### src/rtl/if_fetch_pkg.sv
// Shared types and constants for the instruction-fetch front end.
package if_fetch_pkg;

  localparam logic        RstEnable   = 1'b0;
  localparam logic        ChipEnable  = 1'b1;
  localparam logic        ChipDisable = 1'b0;
  localparam int unsigned InstAddrBus = 32;
  localparam int unsigned InstBus     = 32;

  typedef logic [InstAddrBus-1:0] inst_addr_t;
  typedef logic [InstBus-1:0]     inst_t;

  localparam inst_addr_t ZeroWord = '0;

  typedef enum logic [1:0] {
    IF_IDLE,
    IF_REQ,
    IF_FULL
  } if_state_e;

endpackage

### src/rtl/if_fetch_if.sv
// Instruction-ROM request/acknowledge handshake between fetch (master) and ROM (slave).
interface if_fetch_if;
  import if_fetch_pkg::*;

  logic       rom_ce_o;
  inst_addr_t rom_addr_o;
  inst_t      rom_data_i;
  logic       rom_ack_i;

  modport master (output rom_ce_o, output rom_addr_o, input rom_data_i, input rom_ack_i);
  modport slave  (input rom_ce_o, input rom_addr_o, output rom_data_i, output rom_ack_i);
endinterface

### src/rtl/if_skid_buf.sv
// One-entry pc+inst holding buffer; clear/drain take priority over load.
module if_skid_buf
  import if_fetch_pkg::*;
(
  input  logic       clk,
  input  logic       rst,
  input  logic       load,
  input  logic       drain,
  input  logic       clear,
  input  inst_addr_t pc_i,
  input  inst_t      inst_i,
  output logic       valid_o,
  output inst_addr_t pc_o,
  output inst_t      inst_o
);

  logic       valid_q, valid_d;
  inst_addr_t pc_q, pc_d;
  inst_t      inst_q, inst_d;

  always_comb begin
    valid_d = valid_q;
    pc_d    = pc_q;
    inst_d  = inst_q;
    if (clear || drain) begin
      valid_d = 1'b0;
    end else if (load) begin
      valid_d = 1'b1;
      pc_d    = pc_i;
      inst_d  = inst_i;
    end
  end

  always_ff @(posedge clk) begin
    if (rst == RstEnable) begin
      valid_q <= 1'b0;
      pc_q    <= ZeroWord;
      inst_q  <= '0;
    end else begin
      valid_q <= valid_d;
      pc_q    <= pc_d;
      inst_q  <= inst_d;
    end
  end

  assign valid_o = valid_q;
  assign pc_o    = pc_q;
  assign inst_o  = inst_q;

endmodule

### src/rtl/if_fetch.sv
// Instruction-fetch front end: PC, ROM handshake, skid buffer, branch/flush redirects.
module if_fetch
  import if_fetch_pkg::*;
#(
  parameter inst_addr_t  RESET_PC = 32'h0000_0000,
  parameter int unsigned PC_STEP  = 4
) (
  input  logic        clk,
  input  logic        rst,
  input  logic        stall,
  input  logic        flush,
  input  inst_addr_t  new_pc,
  input  logic        branch_flag_i,
  input  inst_addr_t  branch_target_addr_i,
  if_fetch_if.master  rom,
  output inst_addr_t  if_pc,
  output inst_t       if_inst,
  output logic        if_valid,
  output logic        stallreq_o
);

  if_state_e  state_q, state_d;
  inst_addr_t pc_q, pc_d, rom_addr_q, rom_addr_d, if_pc_q, if_pc_d;
  inst_t      if_inst_q, if_inst_d;
  logic       rom_ce_q, rom_ce_d, if_valid_q, if_valid_d, kill_q, kill_d;
  logic       buf_load, buf_drain, buf_clear, buf_valid;
  inst_addr_t buf_pc;
  inst_t      buf_inst;

  logic       redirect, slot_free;
  inst_addr_t redirect_pc;

  assign redirect    = flush | branch_flag_i;
  assign redirect_pc = flush ? new_pc : branch_target_addr_i;
  assign slot_free   = !if_valid_q || !stall;

  always_ff @(posedge clk) begin
    if (rst == RstEnable) state_q <= IF_IDLE;
    else                  state_q <= state_d;
  end

  always_comb begin
    state_d = state_q;
    unique case (state_q)
      IF_IDLE: state_d = IF_REQ;
      IF_REQ:  if (rom.rom_ack_i && !kill_q && !redirect && !slot_free) state_d = IF_FULL;
      IF_FULL: if (redirect || !stall) state_d = IF_REQ;
      default: state_d = IF_IDLE;
    endcase
  end

  // A ROM request cannot be aborted: a redirect without ack sets kill and the
  // address is held until the ack that gets discarded.
  always_comb begin
    pc_d       = pc_q;
    rom_ce_d   = rom_ce_q;
    rom_addr_d = rom_addr_q;
    if_pc_d    = if_pc_q;
    if_inst_d  = if_inst_q;
    if_valid_d = if_valid_q & stall;
    kill_d     = kill_q;
    buf_load   = 1'b0;
    buf_drain  = 1'b0;
    buf_clear  = redirect;
    if (flush) if_valid_d = 1'b0;
    unique case (state_q)
      IF_IDLE: begin
        pc_d       = redirect ? redirect_pc : pc_q;
        rom_ce_d   = ChipEnable;
        rom_addr_d = pc_d;
      end
      IF_REQ: begin
        if (rom.rom_ack_i) begin
          if (kill_q || redirect) begin
            kill_d     = 1'b0;
            pc_d       = redirect ? redirect_pc : pc_q;
            rom_ce_d   = ChipEnable;
            rom_addr_d = pc_d;
          end else if (slot_free) begin
            if_pc_d    = rom_addr_q;
            if_inst_d  = rom.rom_data_i;
            if_valid_d = 1'b1;
            pc_d       = pc_q + PC_STEP;
            rom_addr_d = pc_d;
          end else begin
            buf_load = 1'b1;
            rom_ce_d = ChipDisable;
            pc_d     = pc_q + PC_STEP;
          end
        end else if (redirect) begin
          kill_d = 1'b1;
          pc_d   = redirect_pc;
        end
      end
      IF_FULL: begin
        if (redirect) begin
          pc_d       = redirect_pc;
          rom_ce_d   = ChipEnable;
          rom_addr_d = redirect_pc;
        end else if (!stall) begin
          buf_drain  = 1'b1;
          if_pc_d    = buf_pc;
          if_inst_d  = buf_inst;
          if_valid_d = buf_valid;
          rom_ce_d   = ChipEnable;
          rom_addr_d = pc_q;
        end
      end
      default: ;
    endcase
  end

  always_ff @(posedge clk) begin
    if (rst == RstEnable) begin
      pc_q       <= RESET_PC;
      rom_ce_q   <= ChipDisable;
      rom_addr_q <= RESET_PC;
      if_pc_q    <= ZeroWord;
      if_inst_q  <= '0;
      if_valid_q <= 1'b0;
      kill_q     <= 1'b0;
    end else begin
      pc_q       <= pc_d;
      rom_ce_q   <= rom_ce_d;
      rom_addr_q <= rom_addr_d;
      if_pc_q    <= if_pc_d;
      if_inst_q  <= if_inst_d;
      if_valid_q <= if_valid_d;
      kill_q     <= kill_d;
    end
  end

  if_skid_buf u_skid (
    .clk     (clk),
    .rst     (rst),
    .load    (buf_load),
    .drain   (buf_drain),
    .clear   (buf_clear),
    .pc_i    (rom_addr_q),
    .inst_i  (rom.rom_data_i),
    .valid_o (buf_valid),
    .pc_o    (buf_pc),
    .inst_o  (buf_inst)
  );

  assign rom.rom_ce_o   = rom_ce_q;
  assign rom.rom_addr_o = rom_addr_q;
  assign if_pc          = if_pc_q;
  assign if_inst        = if_inst_q;
  assign if_valid       = if_valid_q;
  assign stallreq_o     = !if_valid_q && rom_ce_q;

endmodule

### src/flat_wrapper.sv
// flat-port wrapper written by rule: the top's interface ports become plain ports
module if_fetch_flat import if_fetch_pkg::*;
#(
  parameter inst_addr_t  RESET_PC = 32'h0000_0000,
  parameter int unsigned PC_STEP  = 4
)
  (clk, rst, stall, flush, new_pc, branch_flag_i, branch_target_addr_i, if_pc, if_inst, if_valid, stallreq_o, rom_rom_ce_o, rom_rom_addr_o, rom_rom_data_i, rom_rom_ack_i);
  if_fetch_if rom_i ();
  input  logic clk;
  input  logic rst;
  input  logic stall;
  input  logic flush;
  input  inst_addr_t new_pc;
  input  logic branch_flag_i;
  input  inst_addr_t branch_target_addr_i;
  output inst_addr_t if_pc;
  output inst_t if_inst;
  output logic if_valid;
  output logic stallreq_o;
  output wire logic [$bits(rom_i.rom_ce_o)-1:0] rom_rom_ce_o;
  output wire logic [$bits(rom_i.rom_addr_o)-1:0] rom_rom_addr_o;
  input wire logic [$bits(rom_i.rom_data_i)-1:0] rom_rom_data_i;
  input wire logic [$bits(rom_i.rom_ack_i)-1:0] rom_rom_ack_i;
  assign rom_rom_ce_o = rom_i.rom_ce_o;
  assign rom_rom_addr_o = rom_i.rom_addr_o;
  assign rom_i.rom_data_i = rom_rom_data_i;
  assign rom_i.rom_ack_i = rom_rom_ack_i;
  if_fetch #(.RESET_PC(RESET_PC), .PC_STEP(PC_STEP)) u_core (.clk(clk), .rst(rst), .stall(stall), .flush(flush), .new_pc(new_pc), .branch_flag_i(branch_flag_i), .branch_target_addr_i(branch_target_addr_i), .rom(rom_i), .if_pc(if_pc), .if_inst(if_inst), .if_valid(if_valid), .stallreq_o(stallreq_o));
endmodule
### config.mk
export PLATFORM = sky130hd
export DESIGN_NAME = if_fetch_flat
export DESIGN_NICKNAME = d
export VERILOG_FILES = /design/src/rtl/if_fetch_pkg.sv /design/src/rtl/if_fetch_if.sv /design/src/rtl/if_skid_buf.sv /design/src/rtl/if_fetch.sv /design/src/flat_wrapper.sv
export SDC_FILE = /design/constraint.sdc
export NUM_CORES = 1
export LEC_CHECK = 0
export CAP_MARGIN = 20
export CORE_UTILIZATION = 47
export DETAILED_ROUTE_END_ITERATION = 8
export PLACE_DENSITY = 0.77
export SYNTH_ARGS = -nofsm -noshare
export SYNTH_HDL_FRONTEND = slang
export SYNTH_SLANG_ARGS = --single-unit
### constraint.sdc
create_clock -name clk -period 2 [get_ports clk]
set_clock_uncertainty 0.1 [all_clocks]
set_input_delay 0.3 -clock clk [delete_from_list [all_inputs] [get_ports clk]]
set_output_delay 0.3 -clock clk [all_outputs]
set_load 0.01 [all_outputs]
==> results of run 1 <==
worst max-delay path: stages, from the launching register on:
cell and delay (ns):
dfxtp_4 0.38, inv_6 0.05, ha_4 0.18, buf_6 0.12, nor3b_2 0.18, a41oi_2 0.08, nor3_4 0.30, buf_6 0.15
clkbuf_16 0.16, clkbuf_16 0.16, nor2_1 0.05, a211oi_1 0.22
kinds of logic (layout without fill, tap and decap cells):
family | count (synthesis) | in the layout | share of synthesized area (%)
simple gates | 439 | 440 | 20.08
mux | 112 | 112 | 11.68
fa+ha+maj | 6 | 6 | 0.7764
buf+inv | 115 | 438 | 4.814
flops | 198 | 198 | 40.99
xor+xnor | 24 | 24 | 2.174
compound gates | 297 | 297 | 19.47
other cells | 0 | 2 | 0
layer usage:
layer  vias to the layer above  share of wire, %
met2                       507                49
met3                       106               7.0
met5                         -                 0
met4                         0               3.7
met1                      5066                40
li1                       4844                 -
cells in the mapped netlist (2+ instances only):
cell type / number / share of area, %
a31oi_1: 8 / 0.52
buf_2: 20 / 1.0
xnor2_1: 6 / 0.54
nand4_1: 11 / 0.71
a2bb2oi_1: 12 / 1.1
xor2_1: 18 / 1.6
mux2i_1: 105 / 11
and2_1: 5 / 0.32
clkbuf_1: 74 / 2.9
dfxtp_1: 198 / 41
or3_1: 4 / 0.26
and4_1: 3 / 0.27
o21a_1: 3 / 0.23
a21oi_1: 110 / 5.7
o21ai_0: 51 / 2.6
o31a_1: 6 / 0.54
o221ai_1: 5 / 0.45
nor3_1: 16 / 0.83
nand3b_1: 5 / 0.39
a311oi_1: 2 / 0.18
and3_1: 8 / 0.52
ha_1: 6 / 0.78
o211ai_1: 9 / 0.70
or4_1: 9 / 0.70
a211oi_1: 67 / 5.2
a41oi_1: 2 / 0.18
a22o_1: 2 / 0.18
nand3_1: 24 / 1.2
nor2_1: 118 / 4.6
nor4_1: 14 / 0.91
nand2_1: 210 / 8.2
buf_1: 9 / 0.35
o31ai_1: 3 / 0.23
nor2b_1: 2 / 0.13
inv_1: 8 / 0.31
o22a_1: 2 / 0.18
mux2_2: 7 / 0.82
a21o_1: 7 / 0.54
sequential cells by signal (all words and copies together) (netlist names):
signal	cells
u_core.if_valid	1
u_core.if_pc	32
u_core.pc_q	32
u_core.u_skid.valid_o	1
u_core.state_q	2
u_core.if_inst	32
u_core.u_skid.inst_o	32
u_core.u_skid.pc_o	32
u_core.kill_q	1
u_core.rom.rom_addr_o	32
u_core.rom.rom_ce_o	1
path summary, 6_finish.rpt:
path / start / endpoint
setup / recovery: u_core.state_q[1]$_SDFFE_PN0P_ / u_core.if_inst[15]$_SDFFE_PN0P_
hold / removal: rom_rom_data_i[4] / u_core.u_skid.inst_o[4]$_SDFFE_PN0P_
setup reg to reg: u_core.state_q[1]$_SDFFE_PN0P_ / u_core.if_inst[15]$_SDFFE_PN0P_
hold reg to reg: u_core.u_skid.pc_o[17]$_SDFFE_PN0P_ / u_core.u_skid.pc_o[17]$_SDFFE_PN0P_
stage by stage:
| step | TNS [ns] | util, % | std cells | power, mW |
|---|---|---|---|---|
| 4_1_cts | -1.161 | 67.60 | 1722 | 9.565 |
| 3_5_place_dp | -31.47 | 63.75 | 1685 | 5.883 |
| 2_1_floorplan | -0.3082 | - | 1191 | 5.057 |
| 5_1_grt | -29.14 | 77.34 | 1787 | 10.29 |
| 3_3_place_gp | -28.73 | 63.75 | 1685 | 5.850 |
| 6_report | -14.35 | 77.34 | 1787 | 9.966 |
power by group:
| group | switching [mW] | internal [mW] |
|---|---|---|
| sequential | 0.196 | 4.10 |
| clock | 1.71 | 2.04 |
| combinational | 0.905 | 1.02 |
| total | 2.81 | 7.16 |
what timing repair did:
item / CTS / global route
endpoints found under the setup margin: 165 / 119
cloned: 0 / 28
pin swaps: 10 / 98
buffers inserted: 5 / 48
resized for setup: 21 / 276
layout make-up:
type,instances,area [sq um]
fillers,1257,4571
clock inverters,15,211.5
flip-flops and latches,198,3993
diodes,2,5.005
well taps,270,337.8
multi-input cells,879,6295
inverters,10,47.55
clock buffers,17,425.4
repair buffers,396,4284
==> impl_metrics.csv, run 1 <==
group,metric,value,unit
placement,place_ws,-0.4385,ns
final_layout,final_cell_area,15600,sq um
setup_path,cp-end-kind,"flip-flop",
sta,slew_headroom,47.95,%
placement,post_dp_cell_area,12860,sq um
sta,setup_ws,-0.2273,ns
logic_synthesis,syn-num-nets,1299,
sta,period_minus_slack,2.227,ns
die,dieArea,21150,sq um
detailed_routing,drc,0,
logic_synthesis,yosys_most_used_dff,"dfxtp_1",
sta,final_max_slew_viol_count,0,
logic_synthesis,avgSynthCellArea,8.119,sq um
global_route,met2_usage,43.32,%
setup_path,required,2.24,ns
setup_path,worstPathMaxFanout,7,
logic_synthesis,synthCells,1191,
logic_synthesis,synth_seq_cells,198,
logic_synthesis,yosysSeqAreaShare,40.99,%
final_layout,drive_above_1_share,29.11,%
sta,rsz0062_at_grt,"yes",
placement,place_congestion,0.9712,
sta,setup_violations,176,
sta,fmax,449.0,MHz
run_status,violations,"negative setup slack",
clocking,cts_max_level,4,
global_route,grtUsageMet3,4.201,%
sta,fin_crit_sh,111.4,%
logic_synthesis,netlist_area,9669,sq um
die,die_y,145.4,microns
die,io_pins,201,
clocking,insertion_delay,0.44,ns
placement,hpwl,20170,microns
pwr,power_density,638.9,nW/um^2
sta,hold_violations,0,
setup_path,worstRegToRegCells,11,
detailed_routing,vias,10520,
global_route,antenna_found_initial,2,
setup_path,startpoint_type,"flip-flop",
die,start_util,47.94,%
run_status,status,"finished, violations left",
global_route,grt_use_total,26.88,%
setup_path,critPathKind,"flip-flop to flip-flop",
clocking,clkSinkCount,198,
placement,numPortBuffers,200,
final_layout,final_common_cell,"clkdlybuf4s50_1",
detailed_routing,wl_per_cell,19.78,microns
global_route,use_met1,35.76,%
setup_path,worstPathArrival,2.47,ns
global_route,grt_max_degree,62,
global_route,top_usage_layer,"met2",
pwr,peakVddDrop,0.4523,mV
die,coreArea,20170,sq um
detailed_routing,drtAntennaViolNets,0,
clocking,clk_pin_slew,0.07,ns
final_layout,fin_nets,1610,
flow_run,max-cap-violations,0,
detailed_routing,drt-total-wl,35350,microns
clocking,cts_tree,"built",
detailed_routing,drt_iter0_drc,994,
logic_synthesis,ys_warn_count,0,
logic_synthesis,synth-edff-count,0,
sta,worstMarginPinSlew,0.7808,ns
min_path,hold_depth,3,
setup_path,worst-r2r-setup-slack,-0.23,ns
clocking,clockRootBuffer,"clkbuf_16",
die,rows,52,
pwr,p_leak,5.641,nW
logic_synthesis,synth.distinct_cells,60,
clocking,hold_buffers,0,
detailed_routing,post_drt_via_cell_ratio,5.889,
clocking,clockBufferDepth,2,
final_layout,layout_common_cells,"197 x clkdlybuf4s50_1, 196 x nand2_1, 185 x dfxtp_1, 116 x buf_4, 104 x a21oi_1",
logic_synthesis,async_reset_ff_share,0,%
final_layout,area.growth.synth_to_final,61.32,%
clocking,numCtsBuffers,17,
sta,holdWs,0.3428,ns
global_route,grt_pass1_wl,45780,microns
min_path,min_path_type,"primary input to flip-flop",
global_route,gr-total-overflow,0,
global_route,grt_pass1_vias,8857,
die,chipWidth,145.4,microns
detailed_routing,drt_first_pass_iters,6,
Note: power is estimated with default switching activity, not from simulation.
==> run 2: changes to the inputs <==
--- a/config.mk
+++ b/config.mk
@@ -5,6 +5,7 @@
 export SDC_FILE = /design/constraint.sdc
 export NUM_CORES = 1
 export LEC_CHECK = 0
+export ABC_AREA = 1
 export CAP_MARGIN = 20
 export CORE_UTILIZATION = 47
 export DETAILED_ROUTE_END_ITERATION = 8
==> run 2 against run 1 <==
Compared with the run above: the flow now finishes without violations; wire length shrank 14%; fmax grew 15%; critical path depth shrank 4; final area shrank 15%; non-clock buffer count shrank 96; die area shrank 0.57%; largest power group is now combinational cells; highest routed layer unchanged.
==> impl_metrics.csv, run 2 <==
group,metric,value,unit
sta,fin_tns_setup,0,ns
sta,setup_violations,0,
die,dieArea,21030,sq um
clocking,clk_pin_slew,0.08,ns
setup_path,cp_cell_sequence,"nand3_1 > nor2_2 > and3_1 > nand2_1 > xnor2_1 > nand2_1 > a21oi_1",
setup_path,critPathKind,"flip-flop to flip-flop",
sta,rsz0062_at_grt,"yes",
clocking,cts_tree,"built",
sta,worstMarginPinSlew,0.5807,ns
logic_synthesis,synth-edff-count,0,
placement,hpwl,21170,microns
final_layout,fin_nets,1781,
setup_path,worstPathMaxFanout,6,
global_route,grt_use_total,28.28,%
pwr,power_density,1082,nW/um^2
final_layout,fill_cells,1674,
detailed_routing,post_drt_via_cell_ratio,5.307,
run_status,status,"finished clean",
logic_synthesis,async_reset_ff_share,0,%
logic_synthesis,synth_seq_cells,198,
detailed_routing,drtAntennaViolNets,0,
detailed_routing,vias,10350,
min_path,hold_end,"u_core.kill_q$_SDFFE_PN0P_",
logic_synthesis,synth.most_common_cell,"nand2_1",
die,io_pins,201,
setup_path,worstRegToRegCells,7,
logic_synthesis,synthCells,1448,
sta,period_minus_slack,1.935,ns
die,rows,51,
setup_path,critPathMaxStageDelay,0.45,ns
die,chipWidth,145.0,microns
clocking,clockRootBuffer,"clkbuf_16",
final_layout,multiInputGateArea,5126,sq um
pwr,p_leak,5.504,nW
logic_synthesis,yosys.area.top_type_share,41.23,%
setup_path,reg2reg_from,"u_core.pc_q[4]$_SDFFE_PN0P_",
logic_synthesis,synth.distinct_cells,38,
detailed_routing,drt_iter0_drc,954,
placement,place_congestion,0.9657,
clocking,hold_buffers,0,
setup_path,cpMaxStageDelayCell,"dfxtp_1",
sta,holdWs,0.1657,ns
flow_run,max-cap-violations,0,
logic_synthesis,avgSynthCellArea,6.639,sq um
clocking,numCtsBuffers,17,
final_layout,layout.area.seq,3968,sq um
final_layout,layout_common_cells,"318 x nand2_1, 286 x nor2_1, 206 x o21ai_0, 199 x clkdlybuf4s50_1, 195 x dfxtp_1",
sta,fin_crit_sh,96.77,%
detailed_routing,drt-total-wl,30390,microns
min_path,holdCritStartpoint,"rst",
die,coreArea,19780,sq um
logic_synthesis,synth_commonest_cells,"321 x nand2_1, 296 x nor2_1, 225 x o21ai_0",
global_route,grt_pass1_wl,48320,microns
final_layout,final_common_cell,"nand2_1",
global_route,antenna_found_initial,0,
sta,final_max_slew_viol_count,0,
logic_synthesis,yosys_most_used_dff,"dfxtp_1",
min_path,min_path_type,"primary input to flip-flop",
clocking,clkSinkCount,198,
setup_path,worst-r2r-setup-slack,0.06,ns
clocking,cts_max_level,4,
setup_path,worstPathArrival,2.21,ns
min_path,hold_depth,3,
sta,setup_ws,0.06452,ns
final_layout,area.growth.synth_to_final,37.76,%
sta,fmax,516.7,MHz
logic_synthesis,yosysTopAreaCell,"dfxtp_1",
sta,slew_headroom,61.29,%
logic_synthesis,netlist_area,9613,sq um
detailed_routing,wl_per_cell,15.57,microns
setup_path,r2r_end,"u_core.pc_q[23]$_SDFFE_PN0P_",
detailed_routing,drt_first_pass_iters,6,
sta,hold_violations,0,
global_route,gr-total-overflow,0,
die,die_y,145.0,microns
logic_synthesis,ys_warn_count,0,
setup_path,cpMostUsedCell,"nand2_1",
final_layout,n_antenna_cell,0,
logic_synthesis,yosysSeqAreaShare,41.23,%
placement,numPortBuffers,200,
final_layout,drive_above_1_share,10.62,%
placement,place_ws,-0.3564,ns
setup_path,required,2.27,ns
die,start_util,48.60,%
global_route,grt_max_degree,160,
setup_path,path_delay_family,"simple AND/OR/NAND/NOR gates",
logic_synthesis,synthTopCellsByArea,"dfxtp_1 41%, nand2_1 13%, o21ai_0 12%",
logic_synthesis,syn-num-nets,1556,
setup_path,startpoint_type,"flip-flop",
clocking,clockBufferDepth,2,
global_route,grt_pass1_vias,9495,
clocking,insertion_delay,0.44,ns
setup_path,cp-end-kind,"flip-flop",
pwr,peakVddDrop,0.6932,mV
detailed_routing,drc,0,
setup_path,cp.buffers_inverters,0,
==> run 2: changes by cell type after synthesis, moves of 52 or more <==
cell      change
nor2_1      +178
a21oi_1      +52
o21ai_0     +174
nand2_1     +111
mux2i_1     -102
a211oi_1     -62
==> run 2: metal layers <==
metal | global-route usage, % | wire [microns] | up-vias | part of all wire (%)
met5 | 0 | 0 | - | 0
met4 | 9.947 | 665 | 0 | 2.2
met3 | 5.220 | 2236 | 50 | 7.4
met2 | 44.83 | 14070 | 456 | 46
met1 | 38.35 | 13420 | 4681 | 44
li1 | - | - | 5166 | -
==> run 2: how the worst max path moves through the flow <==
stage                                   startpoint                                     end  slack, ns  cells after the start
floorplan           u_core.state_q[0]$_SDFFE_PN0P_            u_core.pc_q[10]$_SDFFE_PN0P_       0.03                     10
global placement                     branch_flag_i            u_core.pc_q[17]$_SDFFE_PN0P_      -0.33                      8
detailed placement                   branch_flag_i  u_core.rom.rom_addr_o[17]$_SDFFE_PN0P_      -0.36                      8
CTS                 u_core.state_q[0]$_SDFFE_PN0P_           u_core.if_pc[26]$_SDFFE_PN0P_      0.004                      8
global route           u_core.pc_q[2]$_SDFFE_PN0P_  u_core.rom.rom_addr_o[30]$_SDFFE_PN0P_      -0.02                     10
finish                 u_core.pc_q[4]$_SDFFE_PN0P_            u_core.pc_q[23]$_SDFFE_PN0P_       0.06                      7
==> run 2: cell families after synthesis <==
kind of cell / count (synthesis) / share of synthesized area, %
muxes: 3 / 0.3124
xor gates and xnor gates: 23 / 2.096
and+or+nand+nor: 656 / 26.58
DFF: 198 / 41.23
adders and majority gates: 6 / 0.7809
AOI/OAI and AO/OA: 407 / 21.83
buffers and inverters: 155 / 7.172
==> run 2: worst register-to-register path, cell delays in order (launching register included) <==
cell	delay, ns
dfxtp_1	0.45
nand3_1	0.18
nor2_2	0.22
and3_1	0.28
nand2_1	0.09
xnor2_1	0.30
nand2_1	0.10
a21oi_1	0.15
==> run 2: power by group <==
group	internal, mW	leakage (nW)	total, mW	switching, mW
logic	2.47	3.59	5.48	3.01
registers	4.67	1.62	5.38	0.711
clock network	1.71	0.293	3.47	1.77
total	8.85	5.50	14.3	5.48
==> run 2: per-stage QoR <==
| stage | instances | total power, mW | utilization [%] | instance area [sq um] |
|---|---|---|---|---|
| floorplan | 1448 | 8.035 | - | 9619 |
| finish | 1951 | 14.33 | 66.95 | 13240 |
| CTS | 1946 | 14.08 | 65.76 | 13010 |
| global placement | 1912 | 10.53 | 62.54 | 12370 |
| detailed placement | 1912 | 10.59 | 62.54 | 12370 |
| global route | 1951 | 15.12 | 66.95 | 13240 |
==> run 2: final cells by class <==
cell class              instances  share of cell area (%)
repair inverters                2                 0.09448
flip-flops and latches        198                   29.96
well taps                     265                   2.504
clock inverters                15                   1.313
inverters                      58                   1.833
clock buffers                  17                   3.212
multi-input cells            1096                   38.71
repair buffers                300                   22.37
==> run 2: timing repair <==
| item | CTS | global route |
|---|---|---|
| pin swaps | 0 | 6 |
| gates cloned | 1 | 3 |
| hold endpoints to repair | 0 | 0 |
| resized for setup | 7 | 58 |
| setup buffers | 1 | 2 |
| endpoints found under the setup margin | 101 | 119 |
